`src/rtl/hazard_ctrl_unit.sv`:
```
// Pipeline hazard controller for the 5-stage F/D/E/M/W core.
// Resolves trap flush, D-mem wait, MDU wait, E-stage jump flush and load-use
// interlock into per-stage stall/bubble controls, tracks the MDU wait with a
// small FSM and timeout, and keeps saturating performance counters.
module hazard_ctrl_unit #(
  parameter int unsigned REG_AW      = 5,
  parameter int unsigned CNT_W       = 32,
  parameter int unsigned MDU_MAX_CYC = 64
) (
  input  logic              clk,
  input  logic              rst,
  input  logic [REG_AW-1:0] decode_i_rs1,
  input  logic [REG_AW-1:0] decode_i_rs2,
  input  logic              decode_i_rs1_ren,
  input  logic              decode_i_rs2_ren,
  input  logic [REG_AW-1:0] execute_i_rd,
  input  logic              execute_i_rd_wen,
  input  logic              execute_i_is_load,
  input  logic              execute_i_is_jump,
  input  logic              execute_i_mdu_start,
  input  logic              execute_i_mdu_done,
  input  logic              memory_i_busy,
  input  logic              trap_i_valid,
  output logic              ctrl_o_pc_stall,
  output logic              ctrl_o_regD_stall,
  output logic              ctrl_o_regE_stall,
  output logic              ctrl_o_regM_stall,
  output logic              ctrl_o_regW_stall,
  output logic              ctrl_o_regD_bubble,
  output logic              ctrl_o_regE_bubble,
  output logic              ctrl_o_regM_bubble,
  output logic              ctrl_o_regW_bubble,
  output logic              ctrl_o_mdu_timeout,
  output logic [CNT_W-1:0]  ctrl_o_stall_cnt,
  output logic [CNT_W-1:0]  ctrl_o_flush_cnt,
  output logic [CNT_W-1:0]  ctrl_o_lduse_cnt
);

  localparam int unsigned WCNT_W = $clog2(MDU_MAX_CYC + 1);
  localparam logic [WCNT_W-1:0] WCNT_LAST = WCNT_W'(MDU_MAX_CYC - 1);

  typedef enum logic {
    ST_IDLE,
    ST_WAIT
  } mdu_state_e;

  mdu_state_e        state_q, state_d;
  logic [WCNT_W-1:0] wait_cnt_q, wait_cnt_d;
  logic              timeout_q, timeout_d;
  logic              lduse_q, lduse_d;
  logic [CNT_W-1:0]  stall_cnt_q, stall_cnt_d;
  logic [CNT_W-1:0]  flush_cnt_q, flush_cnt_d;
  logic [CNT_W-1:0]  lduse_cnt_q, lduse_cnt_d;

  logic mdu_hold;
  logic load_use;
  logic flush_evt;
  logic lduse_evt;

  function automatic logic [CNT_W-1:0] sat_inc(input logic [CNT_W-1:0] v);
    return (v == '1) ? v : v + CNT_W'(1);
  endfunction

  // Hazard detection terms. The op that just timed out is released for one
  // cycle so it can leave E instead of immediately re-arming the FSM.
  always_comb begin
    mdu_hold = ((state_q == ST_IDLE) && execute_i_mdu_start && !execute_i_mdu_done && !timeout_q)
             || ((state_q == ST_WAIT) && !execute_i_mdu_done);
    // A fired interlock bubbles E, so the cycle after it cannot hold the same
    // hazard; masking it guarantees a single interlock cycle per hazard.
    load_use = execute_i_is_load && execute_i_rd_wen && (execute_i_rd != '0) && !lduse_q
             && ((decode_i_rs1_ren && (decode_i_rs1 == execute_i_rd))
              || (decode_i_rs2_ren && (decode_i_rs2 == execute_i_rd)));
  end

  // Priority resolution of stall/bubble controls; reset forces bubbles.
  always_comb begin
    ctrl_o_pc_stall    = 1'b0;
    ctrl_o_regD_stall  = 1'b0;
    ctrl_o_regE_stall  = 1'b0;
    ctrl_o_regM_stall  = 1'b0;
    ctrl_o_regW_stall  = 1'b0;
    ctrl_o_regD_bubble = 1'b0;
    ctrl_o_regE_bubble = 1'b0;
    ctrl_o_regM_bubble = 1'b0;
    ctrl_o_regW_bubble = 1'b0;
    flush_evt          = 1'b0;
    lduse_evt          = 1'b0;
    if (rst) begin
      ctrl_o_regD_bubble = 1'b1;
      ctrl_o_regE_bubble = 1'b1;
      ctrl_o_regM_bubble = 1'b1;
      ctrl_o_regW_bubble = 1'b1;
    end else if (trap_i_valid) begin
      ctrl_o_regD_bubble = 1'b1;
      ctrl_o_regE_bubble = 1'b1;
      ctrl_o_regM_bubble = 1'b1;
      ctrl_o_regW_bubble = 1'b1;
      flush_evt          = 1'b1;
    end else if (memory_i_busy) begin
      ctrl_o_pc_stall    = 1'b1;
      ctrl_o_regD_stall  = 1'b1;
      ctrl_o_regE_stall  = 1'b1;
      ctrl_o_regM_stall  = 1'b1;
      ctrl_o_regW_bubble = 1'b1;
    end else if (mdu_hold) begin
      ctrl_o_pc_stall    = 1'b1;
      ctrl_o_regD_stall  = 1'b1;
      ctrl_o_regE_stall  = 1'b1;
      ctrl_o_regM_bubble = 1'b1;
    end else if (execute_i_is_jump) begin
      ctrl_o_regD_bubble = 1'b1;
      ctrl_o_regE_bubble = 1'b1;
      flush_evt          = 1'b1;
    end else if (load_use) begin
      ctrl_o_pc_stall    = 1'b1;
      ctrl_o_regD_stall  = 1'b1;
      ctrl_o_regE_bubble = 1'b1;
      lduse_evt          = 1'b1;
    end
  end

  // MDU wait FSM next-state, wait counter and timeout pulse.
  always_comb begin
    state_d    = state_q;
    wait_cnt_d = wait_cnt_q;
    timeout_d  = 1'b0;
    if (trap_i_valid) begin
      state_d    = ST_IDLE;
      wait_cnt_d = '0;
    end else begin
      unique case (state_q)
        ST_IDLE: begin
          if (execute_i_mdu_start && !execute_i_mdu_done && !timeout_q) begin
            state_d    = ST_WAIT;
            wait_cnt_d = WCNT_W'(1);
          end
        end
        ST_WAIT: begin
          if (execute_i_mdu_done) begin
            state_d    = ST_IDLE;
            wait_cnt_d = '0;
          end else if (wait_cnt_q == WCNT_LAST) begin
            state_d    = ST_IDLE;
            wait_cnt_d = '0;
            timeout_d  = 1'b1;
          end else if (!memory_i_busy) begin
            wait_cnt_d = wait_cnt_q + WCNT_W'(1);
          end
        end
        default: begin
          state_d    = ST_IDLE;
          wait_cnt_d = '0;
        end
      endcase
    end
  end

  // Saturating performance counters and interlock history.
  always_comb begin
    lduse_d     = lduse_evt;
    stall_cnt_d = ctrl_o_regD_stall ? sat_inc(stall_cnt_q) : stall_cnt_q;
    flush_cnt_d = flush_evt ? sat_inc(flush_cnt_q) : flush_cnt_q;
    lduse_cnt_d = lduse_evt ? sat_inc(lduse_cnt_q) : lduse_cnt_q;
  end

  // State registers with synchronous reset.
  always_ff @(posedge clk) begin
    if (rst) begin
      state_q     <= ST_IDLE;
      wait_cnt_q  <= '0;
      timeout_q   <= 1'b0;
      lduse_q     <= 1'b0;
      stall_cnt_q <= '0;
      flush_cnt_q <= '0;
      lduse_cnt_q <= '0;
    end else begin
      state_q     <= state_d;
      wait_cnt_q  <= wait_cnt_d;
      timeout_q   <= timeout_d;
      lduse_q     <= lduse_d;
      stall_cnt_q <= stall_cnt_d;
      flush_cnt_q <= flush_cnt_d;
      lduse_cnt_q <= lduse_cnt_d;
    end
  end

  // Registered outputs read as reset values while rst is asserted.
  always_comb begin
    ctrl_o_mdu_timeout = timeout_q && !rst;
    ctrl_o_stall_cnt   = rst ? '0 : stall_cnt_q;
    ctrl_o_flush_cnt   = rst ? '0 : flush_cnt_q;
    ctrl_o_lduse_cnt   = rst ? '0 : lduse_cnt_q;
  end

endmodule

```
`config.mk`:
```
export PLATFORM = sky130hd
export DESIGN_NAME = hazard_ctrl_unit
export DESIGN_NICKNAME = d
export VERILOG_FILES = /design/src/rtl/hazard_ctrl_unit.sv
export SDC_FILE = /design/constraint.sdc
export NUM_CORES = 1
export LEC_CHECK = 0
export ABC_AREA = 1
export BUFFER_PORTS_ARGS = -buffer_cell sky130_fd_sc_hd__buf_2
export CAP_MARGIN = 10
export CORE_ASPECT_RATIO = 1.1
export CORE_UTILIZATION = 28
export CTS_CLUSTER_DIAMETER = 30
export DETAILED_ROUTE_END_ITERATION = 10
export SLEW_MARGIN = 20
export SYNTH_ARGS = -nofsm -noshare
export SYNTH_HDL_FRONTEND = slang
export SYNTH_SLANG_ARGS = --single-unit
```
`constraint.sdc`:
```
create_clock -name clk -period 4.2 [get_ports clk]
set_clock_uncertainty 0.2 [all_clocks]
set_input_delay 0 -clock clk [delete_from_list [all_inputs] [get_ports clk]]
set_output_delay 0 -clock clk [all_outputs]
set_load 0.005 [all_outputs]
```
; Yosys cells after proc, flatten, opt, wreduce, memory -nomap -nowiden
; Index checks and enable logic that the tools add are counted.
[op_classes]
add_sub_neg = 4
n_eq_ne = 8
mux = 46
n_bitwise = 4
reduce_logical = 26
[op_table]
columns = op, n
row1 = 32-bit by 1-bit adder with 32-bit output (second input constant), 3
row2 = 32-bit == test (second input constant), 3
row3 = 32-bit two-way mux, 3
row4 = 1-bit two-way mux, 37
row5 = 7-bit two-way mux, 4
row6 = 7-bit case mux with 2 select lines, 1
row7 = 1-bit logical AND, 13
row8 = 5-bit == test, 2
row9 = 2-bit AND reduction, 4
row10 = 7-bit by 1-bit adder with 7-bit output (second input constant), 1
row11 = 7-bit by 6-bit == test with 1-bit output (second input constant), 1
row12 = 5-bit nonzero test, 1
row13 = 1-bit logical NOT, 4
row14 = 4-bit by 3-bit != test with 1-bit output (second input constant), 1
row15 = 1-bit inverter, 4
row16 = 4-bit OR reduction, 1
row17 = 1-bit logical OR, 2
row18 = 2-bit by 1-bit != test with 1-bit output (second input constant), 1
row19 = 1-bit case mux with 2 select lines, 1
row20 = 2-bit OR reduction, 1
[word_totals]
regBits = 106
in_bits = 26
out_inout_bits = 106
wordCells = 95

; Depth between registers and ports, before layout
[depth]
depth_word = 11
ltp_mapped = 13

; Worst setup path before layout
; No wires, ideal clock.
[synth_path]
path_kind = flip-flop to flip-flop
start = register lduse_cnt_q[0]
end = register lduse_cnt_q[2]
arrival_ns = 1.673
path_slack_ns = 2.211
path_stages_with_launch = 13
n_path_buf = 2
cell_sequence = dfxtp_1 > ha_1 > nand2_1 > inv_2 > nand3_2 > nor2_4 > nand4_1 > nor2_1 > nor2_2 > buf_6 > buf_6 > a21oi_1 > nor2_1
[synth_via]
elab_chain_cells = 3
word_cells_on_any_way = 4
[synth_rtl]
columns = item, line
row1 = from (decl), 53  ; logic [CNT_W-1:0] lduse_cnt_q, lduse_cnt_d;
row2 = from (signal assigned), 184  ; lduse_cnt_q <= lduse_cnt_d;
row3 = branches (longest 3 deep; another with 32-bit by 1-bit adder with 32-bit output), -
; Parallel ways; which one is timed is not known.
; A chain may end at the register's enable or synchronous reset.

; Final worst setup path
[layout_path]
start = register flush_cnt_q[0]
end = register flush_cnt_q[4]
[layout_via]
elab_chain_cells = 3
word_cells_on_any_way = 4
[layout_rtl]
columns = item, line
row1 = from (decl), 52  ; logic [CNT_W-1:0] flush_cnt_q, flush_cnt_d;
row2 = from (signal assigned), 183  ; flush_cnt_q <= flush_cnt_d;
row3 = branches (longest 3 deep; another with 32-bit by 1-bit adder with 32-bit output), -
; Parallel ways; which one is timed is not known.

==> summary.txt <==
CRITICAL PATH
--------------------------------------------------------------------------------
Startpoint types                                                       flip-flop
Crit path kind                                                      flip-flop to flip-flop
WP buf/inv                                                                     1
Most Frequent Cell on Critical Path                                 sky130_fd_sc_hd__nand2_1
Largest driver fanout on the critical path                                    21
Data arrival time of the critical path                                   3.10 ns
Critical path's largest stage delay                                      0.52 ns
Series of cell instances along the critical path                    ha_1, nand2_1, nor3_2, nand2_1, nor2_1, nand3_1, nand2_1, inv_1, nand2_1, o21ai_0, a21oi_1
Master of the slowest instance on the critical path                 sky130_fd_sc_hd__nand2_1
Endpoint type of the worst setup path                                  flip-flop
CP required                                                              4.29 ns
CP delay by family, top                                             simple AND/OR/NAND/NOR gates

GRT
--------------------------------------------------------------------------------
Number of global-route vias before repair                                  6,871
Met2 Track Usage GR                                                        27.2%
Busiest grt layer                                                           met2
Residual overflow from global routing                                          0
Number of antenna violations at the first check in global routing              0
Maximum number of pins on one net before global-route repair                  91
Wire length of the first global-routing pass                             33.6 mm
All-Layer GR Usage                                                         15.9%
Met1 demand-to-capacity share in global routing                            20.5%
Met3 demand-to-capacity share in global routing                            1.94%

CLOCKING
--------------------------------------------------------------------------------
Clock Root Buffer                                                   sky130_fd_sc_hd__clkbuf_16
Clock tree from TritonCTS                                                    yes
Number of resized instances in the post-cts repair step                        0
Buffers from clock root to sink, at most                                       2
Total clock sinks                                                            106
Post-CTS setup buffer count                                                    0
Number of levels the H-tree was split into                                     3
Number of hold-repair buffers added at the cts stage                           9
Clk slew on worst S/H paths                                              0.09 ns
Num CTS Buffers                                                                9
Worst skew pair latency                                                  0.36 ns

FINISH
--------------------------------------------------------------------------------
Most common cell after layout, fill and taps aside                  sky130_fd_sc_hd__nand2_1
Number of inserted diodes                                                      0
Post-layout instance count excluding filler cells                          1,609
Net count of the finished layout                                           1,324
Core utilization of the finished layout                                    33.7%
Share of cells above drive strength 1                                      13.9%
Cell area after layout                                                  8240 um2
Top library cells by usage in the layout, fill and taps aside       sky130_fd_sc_hd__nand2_1 (277), sky130_fd_sc_hd__nor2_1 (232), sky130_fd_sc_hd__inv_1 (174)
Area Growth Syn to Fin                                                     18.2%

ROUTING
--------------------------------------------------------------------------------
Final Routed Wirelength                                                  20.1 mm
Vias/cell                                                                   4.66
Initial DRT Pass Iterations                                                    8
Final ANT Viol Nets                                                            0
Number of remaining DRC errors                                                 8
Post-DR wirelength/cell                                                  12.5 um
Overall via count from detail_route                                        7,494
Number of DRC markers in iteration 0                                         430

STA
--------------------------------------------------------------------------------
Post-route setup TNS                                                        0 ns
Max Slew Vio Count                                                             0
Total setup violations reported at the end of the flow                         0
Post-route clock period utilization                                        71.8%
Transition time at the pin with the least slew margin                   0.950 ns
Setup slack after layout                                                 1.18 ns
Max Clk Rate                                                             331 MHz
Rel. slew slack                                                            36.7%
Setup repair after global routing missed its margin                        false
Number of endpoints with negative hold slack in the final report               0
Final critical delay including setup and external delays                 3.02 ns

POWER AND IR DROP
--------------------------------------------------------------------------------
Maximum VDD drop                                                        0.137 mV
Pleak                                                                    3.56 nW
Power per cell area                                                   243 nW/um2

DIE
--------------------------------------------------------------------------------
Standard-cell rows                                                            60
Ports placed on the boundary                                                 132
Core region area                                                      24,500 um2
Die boundary width                                                        152 um
Initial Utilization                                                        28.5%
Full die area                                                         25,500 um2
Die Y                                                                     167 um

FLOW RUN
--------------------------------------------------------------------------------
Number of maximum-capacitance constraint violations                            0

PLACE
--------------------------------------------------------------------------------
Post-Place Worst Slack                                                   1.20 ns
Sum of net half-perimeters after detailed placement                      14.8 mm
DP Area                                                                 7860 um2
Gpl congestion                                                             0.891
Port Buffers                                                                 130
DP Cell Count                                                              1,584

SYNTHESIS
--------------------------------------------------------------------------------
Gate count after technology mapping                                        1,177
Count of synthesis-stage warnings from yosys                                   0
Post-Synthesis Mean Instance Area                                       5.92 um2
Proportion of synthesized chip area in sequential cells                    30.4%
Cell area after synthesis                                               6970 um2
Library cells used by synthesis                                               38
Post-synthesis register bit count                                            106
Syn nets                                                                   1,207

HOLD PATH
--------------------------------------------------------------------------------
Kind of path behind the tightest hold check                         primary input to flip-flop

RUN STATUS
--------------------------------------------------------------------------------
Violated checks                                                     design-rule violations
Run status                                                          finished with violations

==> report_power, final <==
group	total (W)	switching, W	internal, W
combinational	0.000133	0.0000935	0.0000397
clock	0.000854	0.000435	0.000419
sequential	0.00101	0.00000409	0.00101
total	0.00200	0.000533	0.00147
==> layout make-up <==
cell class	count	area [um2]
Fill cell	2771	16200
Multi-Input combinational cell	850	3970
Sequential cell	106	2120
Timing Repair Buffer	147	803
Inverter	180	676
Tap cell	310	388
Clock buffer	10	229
Clock inverter	6	57.6
==> path summary, 6_finish.rpt <==
kind,startpoint,end,slack [ns],cells after the start
setup / recovery,flush_cnt_q[0],flush_cnt_q[4],1.18,11
hold / removal,rst,lduse_cnt_q[20],0.04,5
setup reg to reg,flush_cnt_q[0],flush_cnt_q[4],1.18,11
hold reg to reg,stall_cnt_q[31],stall_cnt_q[31],0.26,2
==> cells by family after synthesis <==
kind of cell             synth area share, %
other                                 0.0538
flip-flops                              30.4
adder cells (fa/ha/maj)                0.718
AND/OR/NAND/NOR                         44.7
AO/OA/AOI/OAI                           6.88
XOR/XNOR                                4.52
buffers and inverters                   12.7
==> per-stage QoR <==
| step | hold slack [ns] | power (W) |
|---|---|---|
| after floorplan | -0.0894 | 0.00112 |
| after global placement | 0.133 | 0.00116 |
| after detailed placement | 0.130 | 0.00116 |
| after CTS | 0.0232 | 0.00204 |
| after global routing | 0.0501 | 0.00209 |
| final | 0.0393 | 0.00200 |
==> synth_stat cells, drive strengths merged <==
cell	number	area, um2
a21oi	67	347
a31oi	2	12.5
and2	1	6.26
and3	2	12.5
buf	21	131
clkbuf	20	75.1
clkinv	1	3.75
conb	1	3.75
dfxtp	106	2120
ha	4	50.1
inv	179	672
nand2	282	1080
nand3	85	430
nand3b	3	22.5
nand4	35	225
nor2	239	930
nor3	56	295
nor3b	4	41.3
nor4	9	71.3
o21ai	21	105
o21bai	2	15.0
or2	1	6.26
xor2	36	315
==> routing by layer <==
| metal | vias up | share of wire (%) |
|---|---|---|
| li1 | 3920 | - |
| met1 | 3401 | 47 |
| met2 | 149 | 47 |
| met3 | 24 | 4.3 |
| met4 | 0 | 2.1 |
| met5 | - | 0 |
==> worst min-delay path: stages <==
cell and delay [ns]:
sky130_fd_sc_hd__buf_4 0.10, sky130_fd_sc_hd__inv_1 0.03, sky130_fd_sc_hd__buf_4 0.27, sky130_fd_sc_hd__nand2_1 0.12
sky130_fd_sc_hd__nor2_1 0.03
==> sequential cells by signal, summed over array words and instances (netlist names) <==
name,count
state_q,1
lduse_q,1
wait_cnt_q,7
timeout_q,1
lduse_cnt_q,32
flush_cnt_q,32
stall_cnt_q,32
(Power assumes the default switching activity.)
